File: src/rtl/fifo_out_pkg.sv
// fifo_out_pkg: FSM encoding and sizing helpers shared by the FIFO output streamer blocks.
package fifo_out_pkg;
   typedef enum logic [2:0] {IDLE, ARB, START, ACK, DONE} state_t;
   function automatic int ch_w(input int n);
      return n > 1 ? $clog2(n) : 1;
   endfunction
   function automatic int tmo_w(input int cyc);
      return cyc > 1 ? $clog2(cyc) : 1;
   endfunction
endpackage

File: src/rtl/fifo_out_streamer_if.sv
// fifo_out_streamer_if: FIFO-side and sink-side signals of the streamer; master is the streamer.
interface fifo_out_streamer_if
   import fifo_out_pkg::*;
#(
   parameter int DATA_W = 8,
   parameter int NUM_CH = 4,
   parameter int CH_W   = ch_w(NUM_CH)
);
   logic                     enable;
   logic [NUM_CH-1:0]        fifo_empty;
   logic [NUM_CH-1:0]        fifo_busy;
   logic [NUM_CH*DATA_W-1:0] fifo_data;
   logic [NUM_CH-1:0]        fifo_re;
   logic [DATA_W-1:0]        out_data;
   logic [CH_W-1:0]          out_chan;
   logic                     out_start;
   logic                     out_finish;
   logic                     is_idle;
   logic                     tmo_err;
   modport master (
      input  enable, fifo_empty, fifo_busy, fifo_data, out_finish,
      output fifo_re, out_data, out_chan, out_start, is_idle, tmo_err
   );
   modport slave (
      output enable, fifo_empty, fifo_busy, fifo_data, out_finish,
      input  fifo_re, out_data, out_chan, out_start, is_idle, tmo_err
   );
endinterface

File: src/rtl/fifo_out_rr_arb.sv
// fifo_out_rr_arb: picks one eligible channel, round-robin after ptr (ARB_RR=1) or lowest index first.
module fifo_out_rr_arb
   import fifo_out_pkg::*;
#(
   parameter int NUM_CH = 4,
   parameter int ARB_RR = 1,
   parameter int CH_W   = ch_w(NUM_CH)
) (
   input  logic [NUM_CH-1:0] eligible,
   input  logic [CH_W-1:0]   ptr,
   output logic [CH_W-1:0]   grant,
   output logic              valid
);
   logic [CH_W-1:0] idx;
   always_comb begin
      grant = '0;
      idx = '0;
      // Scan from the farthest candidate back so the nearest eligible one is left standing.
      for (int i = NUM_CH - 1; i >= 0; i--) begin
         idx = ARB_RR != 0 ? CH_W'((int'(ptr) + i + 1) % NUM_CH) : CH_W'(i);
         if (eligible[idx]) grant = idx;
      end
   end
   assign valid = |eligible;
endmodule

File: src/rtl/fifo_out_streamer.sv
// fifo_out_streamer: arbitrates NUM_CH FWFT FIFOs and hands one word at a time to a start/finish sink.
// Defining FIFO_OUT_TMO_EN adds a sink timeout that abandons a stuck transfer and sets tmo_err.
module fifo_out_streamer
   import fifo_out_pkg::*;
#(
   parameter int DATA_W  = 8,
   parameter int NUM_CH  = 4,
   parameter int ARB_RR  = 1,
   parameter int TMO_CYC = 1024
) (
   input logic clk,
   input logic reset,
   fifo_out_streamer_if.master bus
);
   localparam int CH_W = ch_w(NUM_CH);
   state_t state, state_n;
   logic [CH_W-1:0] ptr, gnt, chan_n;
   logic [NUM_CH-1:0] sel, re_n;
   logic [DATA_W-1:0] word, data_n;
   logic gnt_vld, take, tmo_hit, start_n, idle_n, err_n;

   fifo_out_rr_arb #(.NUM_CH(NUM_CH), .ARB_RR(ARB_RR), .CH_W(CH_W)) u_arb (
      .eligible(~bus.fifo_empty & ~bus.fifo_busy),
      .ptr(ptr),
      .grant(gnt),
      .valid(gnt_vld)
   );

   assign take = state == ARB && bus.enable && bus.out_finish && gnt_vld;

   always_comb begin
      sel = '0;
      word = '0;
      for (int k = 0; k < NUM_CH; k++) begin
         sel[k] = CH_W'(k) == gnt;
         if (sel[k]) word = bus.fifo_data[k*DATA_W +: DATA_W];
      end
   end

`ifdef FIFO_OUT_TMO_EN
   localparam int TW = tmo_w(TMO_CYC);
   logic [TW-1:0] cnt;
   always_ff @(posedge clk)
      cnt <= (reset || !(state inside {ACK, DONE})) ? '0 : cnt + 1'b1;
   // Only a handshake that is still stuck this cycle is abandoned.
   assign tmo_hit = cnt == TW'(TMO_CYC - 1) &&
                    (state == ACK ? bus.out_finish : state == DONE && !bus.out_finish);
`else
   assign tmo_hit = 1'b0;
`endif

   always_comb begin
      state_n = state;
      case (state)
         IDLE:    state_n = ARB;
         ARB:     state_n = take ? START : ARB;
         START:   state_n = ACK;
         ACK:     state_n = !bus.out_finish ? DONE : tmo_hit ? ARB : ACK;
         DONE:    state_n = bus.out_finish || tmo_hit ? ARB : DONE;
         default: state_n = IDLE;
      endcase
   end

   always_comb begin
      re_n    = take ? sel : '0;
      data_n  = take ? word : bus.out_data;
      chan_n  = take ? gnt : bus.out_chan;
      start_n = state == START || (state == ACK && bus.out_finish && !tmo_hit);
      idle_n  = state == ARB && !take;
      err_n   = bus.tmo_err || tmo_hit;
   end

   always_ff @(posedge clk) begin
      if (reset) begin
         state         <= IDLE;
         ptr           <= CH_W'(NUM_CH - 1);
         bus.fifo_re   <= '0;
         bus.out_data  <= '0;
         bus.out_chan  <= '0;
         bus.out_start <= 1'b0;
         bus.is_idle   <= 1'b0;
         bus.tmo_err   <= 1'b0;
      end else begin
         state         <= state_n;
         if (take) ptr <= gnt;
         bus.fifo_re   <= re_n;
         bus.out_data  <= data_n;
         bus.out_chan  <= chan_n;
         bus.out_start <= start_n;
         bus.is_idle   <= idle_n;
         bus.tmo_err   <= err_n;
      end
   end
endmodule

File: src/flat_wrapper.sv
// flat-port wrapper written by rule: the top's interface ports become plain ports
module fifo_out_streamer_flat import fifo_out_pkg::*;
#(
   parameter int DATA_W  = 8,
   parameter int NUM_CH  = 4,
   parameter int ARB_RR  = 1,
   parameter int TMO_CYC = 1024
)
  (clk, reset, bus_enable, bus_fifo_empty, bus_fifo_busy, bus_fifo_data, bus_out_finish, bus_fifo_re, bus_out_data, bus_out_chan, bus_out_start, bus_is_idle, bus_tmo_err);
  fifo_out_streamer_if #(.DATA_W(DATA_W), .NUM_CH(NUM_CH)) bus_i ();
  input logic clk;
  input logic reset;
  input wire logic [$bits(bus_i.enable)-1:0] bus_enable;
  input wire logic [$bits(bus_i.fifo_empty)-1:0] bus_fifo_empty;
  input wire logic [$bits(bus_i.fifo_busy)-1:0] bus_fifo_busy;
  input wire logic [$bits(bus_i.fifo_data)-1:0] bus_fifo_data;
  input wire logic [$bits(bus_i.out_finish)-1:0] bus_out_finish;
  output wire logic [$bits(bus_i.fifo_re)-1:0] bus_fifo_re;
  output wire logic [$bits(bus_i.out_data)-1:0] bus_out_data;
  output wire logic [$bits(bus_i.out_chan)-1:0] bus_out_chan;
  output wire logic [$bits(bus_i.out_start)-1:0] bus_out_start;
  output wire logic [$bits(bus_i.is_idle)-1:0] bus_is_idle;
  output wire logic [$bits(bus_i.tmo_err)-1:0] bus_tmo_err;
  assign bus_i.enable = bus_enable;
  assign bus_i.fifo_empty = bus_fifo_empty;
  assign bus_i.fifo_busy = bus_fifo_busy;
  assign bus_i.fifo_data = bus_fifo_data;
  assign bus_i.out_finish = bus_out_finish;
  assign bus_fifo_re = bus_i.fifo_re;
  assign bus_out_data = bus_i.out_data;
  assign bus_out_chan = bus_i.out_chan;
  assign bus_out_start = bus_i.out_start;
  assign bus_is_idle = bus_i.is_idle;
  assign bus_tmo_err = bus_i.tmo_err;
  fifo_out_streamer #(.DATA_W(DATA_W), .NUM_CH(NUM_CH), .ARB_RR(ARB_RR), .TMO_CYC(TMO_CYC)) u_core (.clk(clk), .reset(reset), .bus(bus_i));
endmodule
File: config.mk
export PLATFORM = sky130hd
export DESIGN_NAME = fifo_out_streamer_flat
export DESIGN_NICKNAME = d
export VERILOG_FILES = /design/src/rtl/fifo_out_pkg.sv /design/src/rtl/fifo_out_streamer_if.sv /design/src/rtl/fifo_out_rr_arb.sv /design/src/rtl/fifo_out_streamer.sv /design/src/flat_wrapper.sv
export SDC_FILE = /design/constraint.sdc
export NUM_CORES = 1
export LEC_CHECK = 0
export CAP_MARGIN = 20
export CORE_ASPECT_RATIO = 1.5
export CORE_MARGIN = 3
export CORE_UTILIZATION = 42
export DETAILED_ROUTE_END_ITERATION = 6
export PLACE_DENSITY = 0.83
export SETUP_SLACK_MARGIN = 0.1
export SLEW_MARGIN = 20
export SYNTH_ARGS = -nofsm -noshare
export SYNTH_HDL_FRONTEND = slang
export SYNTH_HIERARCHICAL = 1
export SYNTH_SLANG_ARGS = --single-unit
File: constraint.sdc
create_clock -name clk -period 3.35 [get_ports clk]
set_input_delay 0.67 -clock clk [delete_from_list [all_inputs] [get_ports clk]]
set_output_delay 0.67 -clock clk [all_outputs]
set_load 0.005 [all_outputs]
==> results.toml <==
[critical_path]
crit_path_start = "bus_fifo_empty[1]"
crit_type = "in -> reg"
worst_ep_required_time_ns = 3.53
worstPathMaxFanout = 13
cpMaxStageDelayCell = "mux4_1"
timing.rr.start = "u_core/ptr[0]$_SDFFE_PP1P_"
crit_top_cell = "nor2_1"
rrSetupSlack_ns = 1.47
critPathCaptureType = "flip-flop"
startpoint_type = "primary input"
r2r-end = "u_core/bus.out_data[2]$_SDFFE_PP0P_"
reg2regPathDepth = 6
critPathMaxStageDelay_ns = 0.65
crit_chain = "clkdlybuf4s50_1 -> nor2_1 -> nor2_1 -> o311ai_4 -> mux4_1 -> nand3_1 -> a21oi_1"
crit_arrival_ns = 2.86
endpoint = "u_core/bus.out_data[2]$_SDFFE_PP0P_"

[yosys]
synth_area_leaders = "dfxtp_1, mux4_2, mux4_1"
synth_largest_area_cell = "dfxtp_1"
yosysWarnings = 6
synth_area_per_cell_sq_um = 10.1
synth_edf_count = 0
synth_most_common_cell = "dfxtp_1"
yosysSeqAreaShare_pct = 36.8
synth_cells = 113
postSynth.asyncResetShare_pct = 0
synth_top_area_share_pct = 36.8
synth_cell_type_count = 31
synth_fp_nets = 157
ys_top_cells_by_count = "dfxtp_1, nand3_1, a21oi_1"
synth_ff_type = "dfxtp_1"
synth-seq-cells = 21
syn-cell-area_sq_um = 1140

[sta]
slew_headroom_pct = 49.9
final_max_slew_viol_count = 0
finalHoldViolations = 0
grt_setup_unrepaired = "no"
clock.fmax_mhz = 373
layout_setup_ws_ns = 0.672
finClkSkew_ns = 0.00187
tightestPinTransition_ns = 0.750
final.min_clock_period_ns = 2.68
post-route-period-util_pct = 80.0
setup_viol = 0

[clock_network]
cts_num_sinks = 21
cts.repair.resized = 0
cts_buffer_depth = 2
cts_buffers = 3
insertion_delay_ns = 0.30
cts_tree = "built"
postCtsSetupBuffers = 0
root_buffer = "clkbuf_4"
htreeDepth = 1
clk_pin_slew_ns = 0.11
cts_hold_buf = 0

[layout]
drive_gt1_share_pct = 12.3
final_util_pct = 69.3
syn2layout_area_growth_pct = 53.8
n_antenna_cell = 0
fin_nets = 216

[power]
p_clk_share_pct = 21.7
power_frac_comb_pct = 30.1
total_power_w = 0.000556
p_seq_share_pct = 48.3
ir_drop_mv = 0.263
p_sw_w = 0.000147
p_int_w = 0.000410
leakage_nw = 0.624
switching_share_pct = 26.3
power_density_nw_per_um2 = 317

[drt]
drc = 0
vias = 1130
routedLengthMet1_microns = 1090
met3_length_microns = 171
drt-initial-drc-count = 58
firstDrtPassIters = 4
wl_met2_microns = 1750
via_per_inst = 5.46
top_layer = "met4"
routed_wl_microns = 3070
post_drt_wl_per_cell_microns = 14.8
ant_nets = 0

[floorplanning]
dieArea_sq_um = 3390
dieWidth_microns = 48.6
start_util_pct = 45.1
die_h_microns = 69.8
core-area_sq_um = 2530
ioPinCount = 61
placementRows = 22

[place]
portBuffers = 59
dpl.hpwl_microns = 2500
post-place-ws_ns = -0.00806
gp_congestion = 0.775

[global_routing]
grt-ovfl-total = 0
grt_pass1_wl_microns = 5220
antenna_found_initial = 0
grt_pass1_vias = 1181
grtUsageTotal_pct = 19.1
grt_max_degree = 15

[status]
outcome = "completed"

[worst_hold_path]
min_from = "u_core/bus.out_chan[1]$_SDFFE_PP0P_"
min_path_type = "reg -> reg"

[run]
max_cap_viol_count = 0
-- power by group through the flow --
| stage | sequential [W] | clock (W) | combinational, W |
|---|---|---|---|
| final | 0.000269 | 0.000121 | 0.000167 |
| after global routing | 0.000270 | 0.000133 | 0.000181 |
| after CTS | 0.000269 | 0.000125 | 0.000166 |
| after detailed placement | 0.000274 | 0 | 0.000166 |
| after global placement | 0.000273 | 0 | 0.000161 |
| after floorplan | 0.000273 | 0 | 0.0000972 |
-- metal layers --
| layer | track usage, % | vias to the layer above |
|---|---|---|
| li1 | - | 541 |
| met1 | 20.4 | 526 |
| met2 | 36.5 | 55 |
| met3 | 2.80 | 8 |
| met4 | 7.91 | 0 |
| met5 | 0 | - |
-- stage by stage --
step | cell area, sq um | setup TNS (ns) | std cells | hold WS (ns)
floorplan | 1140 | 0 | 113 | 0.457
global placement | 1720 | 0 | 203 | 0.466
detailed placement | 1720 | -0.00806 | 203 | 0.474
CTS | 1750 | 0 | 207 | 0.490
global route | 1760 | 0 | 207 | 0.512
finish | 1760 | 0 | 207 | 0.485
-- layout by cell type (no fill, tap or decap), types with 4 or more instances in the layout --
cell and count:
a21oi_1 11, clkdlybuf4s50_1 59, dfxtp_1 21, mux4_2 5, nand3_1 14, nor2_1 10
o21ai_0 4, o21ai_1 7, o21ai_2 4
-- worst min-delay path by stage --
stage          cells past startpoint                                  end  slack (ns)
2_1_floorplan                      2  u_core/bus.out_data[1]$_SDFFE_PP0P_        0.46
3_3_place_gp                       2  u_core/bus.out_data[1]$_SDFFE_PP0P_        0.47
3_5_place_dp                       2  u_core/bus.out_chan[1]$_SDFFE_PP0P_        0.47
4_1_cts                            2  u_core/bus.out_chan[1]$_SDFFE_PP0P_        0.49
5_1_grt                            2  u_core/bus.out_data[1]$_SDFFE_PP0P_        0.51
6_report                           2  u_core/bus.out_chan[1]$_SDFFE_PP0P_        0.49
-- flip-flops by register name, indices dropped and copies added (netlist names) --
| register | flops |
|---|---|
| u_core/bus.fifo_re | 4 |
| u_core/bus.out_start | 1 |
| u_core/state | 3 |
| u_core/bus.out_chan | 2 |
| u_core/ptr | 2 |
| u_core/bus.is_idle | 1 |
| u_core/bus.out_data | 8 |
-- cell families (layout without fill, tap and decap cells) --
logic type / count (synthesis) / after routing / share of synthesized area, %
simple gates: 43 / 43 / 21.6
buf+inv: 9 / 67 / 8.00
flops: 21 / 21 / 36.8
compound gates: 30 / 30 / 15.6
other cells: 1 / 1 / 0.329
mux: 9 / 9 / 17.7
-- critical path: cells and delay by family --
family	cells	cell delay, ns
AND/OR/NAND/NOR	3	0.43
multiplexers	1	0.65
buffers and inverters	1	0.40
AO/OA/AOI/OAI	2	0.70
-- cell type report --
class / instances / area [sq um]
Timing Repair Buffer: 62 / 613
Inverter: 1 / 3.75
Sequential cell: 21 / 420
Clock buffer: 4 / 26.3
Fill cell: 222 / 777
Multi-Input combinational cell: 83 / 647
Tap cell: 36 / 45.0
No activity file was read; power rests on OpenSTA's default activity.
